### config.mk
export PLATFORM = sky130hd
export DESIGN_NAME = div_hilo_seq_flat
export DESIGN_NICKNAME = d
export VERILOG_FILES = /design/src/rtl/div_hilo_seq_pkg.sv /design/src/rtl/div_hilo_seq_if.sv /design/src/rtl/div_hilo_seq_sign_fix.sv /design/src/rtl/div_hilo_seq.sv /design/src/flat_wrapper.sv
export SDC_FILE = /design/constraint.sdc
export NUM_CORES = 1
export LEC_CHECK = 0
export BUFFER_PORTS_ARGS = -buffer_cell sky130_fd_sc_hd__buf_2
export CAP_MARGIN = 20
export CORE_ASPECT_RATIO = 1.4
export CORE_UTILIZATION = 42
export CTS_BUF_LIST = sky130_fd_sc_hd__clkbuf_2
export DETAILED_ROUTE_END_ITERATION = 8
export PLACE_DENSITY_LB_ADDON = 0.08
export REMOVE_ABC_BUFFERS = 1
export SYNTH_ARGS = -nofsm -noshare
export SYNTH_HDL_FRONTEND = slang
export SYNTH_SLANG_ARGS = --single-unit
### constraint.sdc
create_clock -name clk -period 1.7 [get_ports clk]
set_input_delay 0.425 -clock clk [delete_from_list [all_inputs] [get_ports clk]]
set_output_delay 0.425 -clock clk [all_outputs]
set_load 0.01 [all_outputs]
### src/rtl/div_hilo_seq_pkg.sv
//==============================================================================
// Module      : hilo_pkg
// Description : Shared types and constants for the HI/LO divide sequencer.
// Revision    : 1.0 - initial release
//==============================================================================
`default_nettype none

package hilo_pkg;

    // Default cycles from core launch to stable core results
    localparam int          CORE_LAT_DEF = 34;

    // Most negative 32-bit value; the only dividend whose signed quotient overflows
    localparam logic [31:0] INT_MIN      = 32'h8000_0000;

    typedef enum logic [1:0] {
        IDLE   = 2'd0,
        LAUNCH = 2'd1,
        WAIT   = 2'd2,
        FIX    = 2'd3
    } state_e;

endpackage

`default_nettype wire

### src/rtl/div_hilo_seq_if.sv
//==============================================================================
// Module      : div_hilo_seq_if
// Description : Control-unit side bundle of the HI/LO divide sequencer:
//               division request, flush, MTHI/MTLO writes and the HI/LO,
//               busy, done and div_zero status returned to control.
// Revision    : 1.0 - initial release
//==============================================================================
`default_nettype none

interface div_hilo_seq_if;

    logic        start;
    logic        is_signed;
    logic [31:0] rs_val;
    logic [31:0] rt_val;
    logic        flush;
    logic        mthi_we;
    logic        mtlo_we;
    logic [31:0] wdata;
    logic [31:0] hi;
    logic [31:0] lo;
    logic        busy;
    logic        done;
    logic        div_zero;

    // Control unit side
    modport master (
        output start, is_signed, rs_val, rt_val, flush, mthi_we, mtlo_we, wdata,
        input  hi, lo, busy, done, div_zero
    );

    // Sequencer side
    modport slave (
        input  start, is_signed, rs_val, rt_val, flush, mthi_we, mtlo_we, wdata,
        output hi, lo, busy, done, div_zero
    );

endinterface

`default_nettype wire

### src/rtl/div_hilo_seq_sign_fix.sv
//==============================================================================
// Module      : sign_fix
// Description : Conditional two's-complement negate of a 32-bit value.
// Revision    : 1.0 - initial release
//==============================================================================
`default_nettype none

module sign_fix (
    input  wire logic [31:0] in_i,
    input  wire logic        en_i,
    output logic      [31:0] out_o
);

    // Negate when enabled, pass through otherwise
    assign out_o = en_i ? (~in_i + 32'd1) : in_i;

endmodule

`default_nettype wire

### src/rtl/div_hilo_seq.sv
//==============================================================================
// Module      : div_hilo_seq
// Description : Sequencer between control and the unsigned divider core.
//               Converts operands to magnitudes, launches the core, waits
//               CORE_LAT cycles, sign-corrects and commits HI/LO. Also
//               serves MTHI/MTLO. Signed DIV support is built only when the
//               macro DIV_SIGNED_EN is defined; otherwise all requests are
//               handled as DIVU.
// Revision    : 1.0 - initial release
//==============================================================================
`default_nettype none

module div_hilo_seq
    import hilo_pkg::*;
#(
    parameter int CORE_LAT = CORE_LAT_DEF
) (
    input  wire logic        clk,
    input  wire logic        rst,
    div_hilo_seq_if.slave    bus,
    output logic      [31:0] core_n,
    output logic      [31:0] core_d,
    output logic             core_init,
    output logic             core_stop,
    input  wire logic [31:0] core_hi,
    input  wire logic [31:0] core_lo
);

    localparam int CNT_W = $clog2(CORE_LAT + 1);

    state_e           state_q;
    logic [CNT_W-1:0] cnt_q;
    logic [31:0]      hi_q;
    logic [31:0]      lo_q;
    logic             busy_q;
    logic             done_q;
    logic             div_zero_q;

    logic [31:0]      n_mag_d;
    logic [31:0]      d_mag_d;
    logic [31:0]      lo_fix_d;
    logic [31:0]      hi_fix_d;

`ifdef DIV_SIGNED_EN
    logic quo_neg_q;
    logic rem_neg_q;
    logic quo_neg_d;
    logic rem_neg_d;

    assign quo_neg_d = bus.is_signed & (bus.rs_val[31] ^ bus.rt_val[31]);
    assign rem_neg_d = bus.is_signed & bus.rs_val[31];

    sign_fix u_n_mag (.in_i(bus.rs_val), .en_i(rem_neg_d),                        .out_o(n_mag_d));
    sign_fix u_d_mag (.in_i(bus.rt_val), .en_i(bus.is_signed & bus.rt_val[31]),   .out_o(d_mag_d));
    sign_fix u_lo_fix(.in_i(core_lo),    .en_i(quo_neg_q),                        .out_o(lo_fix_d));
    sign_fix u_hi_fix(.in_i(core_hi),    .en_i(rem_neg_q),                        .out_o(hi_fix_d));
`else
    // Unsigned-only build: operands and results pass straight through
    logic w_unused_sgn;
    assign w_unused_sgn = bus.is_signed;
    assign n_mag_d      = bus.rs_val;
    assign d_mag_d      = bus.rt_val;
    assign lo_fix_d     = core_lo;
    assign hi_fix_d     = core_hi;
`endif

    // Sequencer FSM: accept, launch, wait out the core latency, commit or abort
    always_ff @(posedge clk) begin
        if (rst) begin
            state_q    <= IDLE;
            cnt_q      <= '0;
            hi_q       <= '0;
            lo_q       <= '0;
            core_n     <= '0;
            core_d     <= '0;
            core_init  <= 1'b0;
            core_stop  <= 1'b0;
            busy_q     <= 1'b0;
            done_q     <= 1'b0;
            div_zero_q <= 1'b0;
`ifdef DIV_SIGNED_EN
            quo_neg_q  <= 1'b0;
            rem_neg_q  <= 1'b0;
`endif
        end else begin
            core_init  <= 1'b0;
            core_stop  <= 1'b0;
            done_q     <= 1'b0;
            div_zero_q <= 1'b0;
            case (state_q)
                IDLE: begin
                    // Moves land even alongside a start; the division overwrites later
                    if (bus.mthi_we) hi_q <= bus.wdata;
                    if (bus.mtlo_we) lo_q <= bus.wdata;
                    if (bus.start) begin
                        if (bus.rt_val == 32'd0) begin
                            div_zero_q <= 1'b1;
                        end else begin
                            core_n    <= n_mag_d;
                            core_d    <= d_mag_d;
`ifdef DIV_SIGNED_EN
                            quo_neg_q <= quo_neg_d;
                            rem_neg_q <= rem_neg_d;
`endif
                            core_init <= 1'b1;
                            busy_q    <= 1'b1;
                            state_q   <= LAUNCH;
                        end
                    end
                end
                LAUNCH: begin
                    if (bus.flush) begin
                        core_stop <= 1'b1;
                        busy_q    <= 1'b0;
                        state_q   <= IDLE;
                    end else begin
                        cnt_q   <= CNT_W'(CORE_LAT);
                        state_q <= WAIT;
                    end
                end
                WAIT: begin
                    if (bus.flush) begin
                        core_stop <= 1'b1;
                        busy_q    <= 1'b0;
                        state_q   <= IDLE;
                    end else if (cnt_q == CNT_W'(1)) begin
                        state_q <= FIX;
                    end else begin
                        cnt_q <= cnt_q - CNT_W'(1);
                    end
                end
                FIX: begin
                    // Flush wins over the commit
                    if (bus.flush) begin
                        core_stop <= 1'b1;
                    end else begin
                        hi_q   <= hi_fix_d;
                        lo_q   <= lo_fix_d;
                        done_q <= 1'b1;
                    end
                    busy_q  <= 1'b0;
                    state_q <= IDLE;
                end
                default: state_q <= IDLE;
            endcase
        end
    end

    assign bus.hi       = hi_q;
    assign bus.lo       = lo_q;
    assign bus.busy     = busy_q;
    assign bus.done     = done_q;
    assign bus.div_zero = div_zero_q;

endmodule

`default_nettype wire
### src/flat_wrapper.sv
// flat-port wrapper written by rule: the top's interface ports become plain ports
module div_hilo_seq_flat import hilo_pkg::*;
#(
    parameter int CORE_LAT = CORE_LAT_DEF
)
  (clk, rst, core_n, core_d, core_init, core_stop, core_hi, core_lo, bus_start, bus_is_signed, bus_rs_val, bus_rt_val, bus_flush, bus_mthi_we, bus_mtlo_we, bus_wdata, bus_hi, bus_lo, bus_busy, bus_done, bus_div_zero);
  div_hilo_seq_if bus_i ();
  input  wire logic clk;
  input  wire logic rst;
  output logic      [31:0] core_n;
  output logic      [31:0] core_d;
  output logic core_init;
  output logic core_stop;
  input  wire logic [31:0] core_hi;
  input  wire logic [31:0] core_lo;
  input wire logic [$bits(bus_i.start)-1:0] bus_start;
  input wire logic [$bits(bus_i.is_signed)-1:0] bus_is_signed;
  input wire logic [$bits(bus_i.rs_val)-1:0] bus_rs_val;
  input wire logic [$bits(bus_i.rt_val)-1:0] bus_rt_val;
  input wire logic [$bits(bus_i.flush)-1:0] bus_flush;
  input wire logic [$bits(bus_i.mthi_we)-1:0] bus_mthi_we;
  input wire logic [$bits(bus_i.mtlo_we)-1:0] bus_mtlo_we;
  input wire logic [$bits(bus_i.wdata)-1:0] bus_wdata;
  output wire logic [$bits(bus_i.hi)-1:0] bus_hi;
  output wire logic [$bits(bus_i.lo)-1:0] bus_lo;
  output wire logic [$bits(bus_i.busy)-1:0] bus_busy;
  output wire logic [$bits(bus_i.done)-1:0] bus_done;
  output wire logic [$bits(bus_i.div_zero)-1:0] bus_div_zero;
  assign bus_i.start = bus_start;
  assign bus_i.is_signed = bus_is_signed;
  assign bus_i.rs_val = bus_rs_val;
  assign bus_i.rt_val = bus_rt_val;
  assign bus_i.flush = bus_flush;
  assign bus_i.mthi_we = bus_mthi_we;
  assign bus_i.mtlo_we = bus_mtlo_we;
  assign bus_i.wdata = bus_wdata;
  assign bus_hi = bus_i.hi;
  assign bus_lo = bus_i.lo;
  assign bus_busy = bus_i.busy;
  assign bus_done = bus_i.done;
  assign bus_div_zero = bus_i.div_zero;
  div_hilo_seq #(.CORE_LAT(CORE_LAT)) u_core (.clk(clk), .rst(rst), .bus(bus_i), .core_n(core_n), .core_d(core_d), .core_init(core_init), .core_stop(core_stop), .core_hi(core_hi), .core_lo(core_lo));
endmodule
==> flow_summary.toml <==
[route]
drt_wl_total_microns = 21200
viasPerCell = 5.07
drc = 0
dr.pass1.iters = 6
drtIter0Drc = 223
ant_nets = 0
num_vias = 6520
wire_per_inst_microns = 16.5

[synthesis]
synth_cell_types = 33
synth-seq-cells = 141
synth_warnings = 0
yosysSeqAreaShare = 0.505
postSynthAreaPerCell_sq_um = 8.14
synth_area_sq_um = 5590
syn_inst = 687

[setup_path]
cp_max_fo = 4
crit_path_end_kind = "register"
r2r_start = "u_core.state_q[1]"
arrival_ps = 2350
cp-startpoint = "u_core.state_q[1]"
r2r_slack_ps = -30
critical_path_class = "register to register"
crit_required_ps = 2320
startpoint_type = "register"

[global_route]
overflow = 0
grt_max_degree = 75
first_global_vias = 6010
antenna_found_initial = 2
grt_pass1_wl_microns = 29400
grt_usage = 0.269

[cells_and_area]
design_area_sq_um = 9580
final_common_cell = "buf_2"
fin_nets = 1267
syn2layout_area_growth_pct = 71.4
final_cells = 1286
layout_common_cells = "buf_2 (262), nand2_1 (132), a21oi_1 (131), dfxtp_2 (90), dlygate4sd3_1 (78)"
final_layout_size_suffix_gt1_frac = 0.489
fillCellCount = 967
multi_input_comb_area_sq_um = 2840
register_area_sq_um = 2940

[cts]
clockBufferDepth = 2
cts_max_level = 4
cts.sinks = 141
clkTransAtPathRegs_ps = 230
clk_latency_ps = 720
tritoncts = "built"
cts_buffers = 17
root_buffer = "clkbuf_2"

[placement]
dp.cells = 1156
hpwl_microns = 12000
finalWeightedCongestion = 0.772
io_buffers = 298
place_area_sq_um = 7550

[pwr]
total_leakage_power_nw = 4.38
ir_drop_uv = 531
power_density_nw_per_um2 = 919
power_mw = 8.81

[min_path]
hp-class = "input pin to register"
min-delay-start = "core_lo[6]"

[timing]
finClkSkew_ps = 58.1
fin_crit_ps = 1730
setup_ws_ps = -30.4
worst_pin_slew_ps = 429
final-hold-violation-count = 0
relSlewSlack = 0.714
timing.hold.ws_ps = 42.0
rsz0062_at_grt = "yes"
slew_viol_final = 0
fmax_mhz = 578
period_share = 1.02
finalSetupViolCount = 6
setup-tns-final_ps = -58.5

[run]
cap_viol_max_count = 0

[floorplanning]
die_x_microns = 99.5
core.rowCount = 49
die-height_microns = 139
start_util = 0.432
die_area_sq_um = 13800
fp.coreArea_sq_um = 12900
io-pin-count = 300

[run_status]
failed_checks = "negative setup slack"
status = "complete, but fails checks"
final timing paths:
path / endpoint / depth (start not counted)
worst max-delay path: u_core.cnt_q[4] / 7
worst min-delay path: u_core.bus.lo[6] / 3
worst min register to register: u_core.core_d[7] / 2
worst max register to register: u_core.cnt_q[4] / 7
sequential cells by signal, summed over array words and instances (netlist names):
register,cells
u_core.bus.hi,32
u_core.state_q,2
u_core.core_n,32
u_core.cnt_q,6
u_core.core_d,32
u_core.core_stop,1
u_core.bus.div_zero,1
u_core.bus.lo,32
u_core.core_init,1
u_core.bus.done,1
u_core.bus.busy,1
synth_stat cells:
library cell  number  area [sq um]
nor3_1             2          10.0
o31ai_1            1          7.51
nor2_1            74           278
o21ai_1            1          5.00
a21oi_2            3          26.3
xor2_1             3          26.3
nand2b_1           1          6.26
clkbuf_1          42           158
nand4_1            2          12.5
buf_1              1          3.75
nand2_1          135           507
buf_2              3          15.0
o21ai_0            1          5.00
a311oi_2           1          15.0
a22o_1             1          8.76
and3_1             1          6.26
buf_4              6          45.0
and2_1             1          6.26
ha_1               7          87.6
inv_1              9          33.8
a211oi_1          65           488
nor2b_1           32           200
and4_1             2          17.5
o221a_2            1          11.3
nand2_2            1          6.26
or4_1              2          15.0
a21o_1             1          7.51
nand3_1            1          5.00
a21oi_1          133           666
dfxtp_1          141          2820
nor4_1            10          62.6
a31oi_1            1          6.26
mux2i_1            2          20.0
per-stage QoR:
step                      setup WS (ps)  utilization
after global routing               -220        0.741
after CTS                         0.119        0.689
final                             -30.4        0.741
after detailed placement           -341        0.584
after global placement             -317        0.584
after floorplan                   -2490            -
critical path: stages (launching register included):
cell,delay [ps]
dfxtp_4,430
buf_6,110
ha_4,170
nor2_4,60
a311oi_4,240
nand2_2,100
or4_4,430
a21oi_2,130
area by class of cell:
| cell class | count | area share |
|---|---|---|
| clock buffers | 18 | 0.00940 |
| diodes | 2 | 0.000522 |
| flip-flops and latches | 141 | 0.307 |
| inverters | 9 | 0.00352 |
| clock inverters | 14 | 0.0214 |
| repair buffers | 439 | 0.339 |
| multi-input cells | 485 | 0.296 |
| well taps | 178 | 0.0232 |
power by group:
| group | total, mW | switching (mW) | internal [mW] |
|---|---|---|---|
| clock | 2.35 | 1.34 | 1.01 |
| combinational | 2.55 | 1.27 | 1.28 |
| sequential | 3.91 | 0.208 | 3.70 |
| total | 8.81 | 2.82 | 5.99 |
cell families (layout without fill, tap and decap cells):
logic type | count (synthesis) | in the layout | synth area share
AND/OR/NAND/NOR | 264 | 264 | 0.203
AO/OA/AOI/OAI | 209 | 209 | 0.223
adder cells (fa/ha/maj) | 7 | 7 | 0.0157
buffers and inverters | 61 | 480 | 0.0457
multiplexers | 2 | 2 | 0.00358
XOR/XNOR | 3 | 3 | 0.00470
other | 0 | 2 | 0
flip-flops | 141 | 141 | 0.505
what timing repair did:
| action | CTS | global route |
|---|---|---|
| setup endpoints to repair | 93 | 193 |
| pin swaps | 8 | 10 |
| hold endpoints to repair | 76 | 2 |
| cloned | 4 | 3 |
| setup buffers | 5 | 8 |
| resized for setup | 48 | 159 |
| hold buffers | 76 | 2 |
layer usage:
| metal | global-route usage | vias to the layer above | share of wire |
|---|---|---|---|
| met5 | 0 | - | 0 |
| li1 | - | 3180 | - |
| met2 | 0.488 | 316 | 0.52 |
| met1 | 0.286 | 2961 | 0.36 |
| met4 | 0.109 | 0 | 0.040 |
| met3 | 0.0819 | 63 | 0.082 |
(Power assumes the default switching activity.)
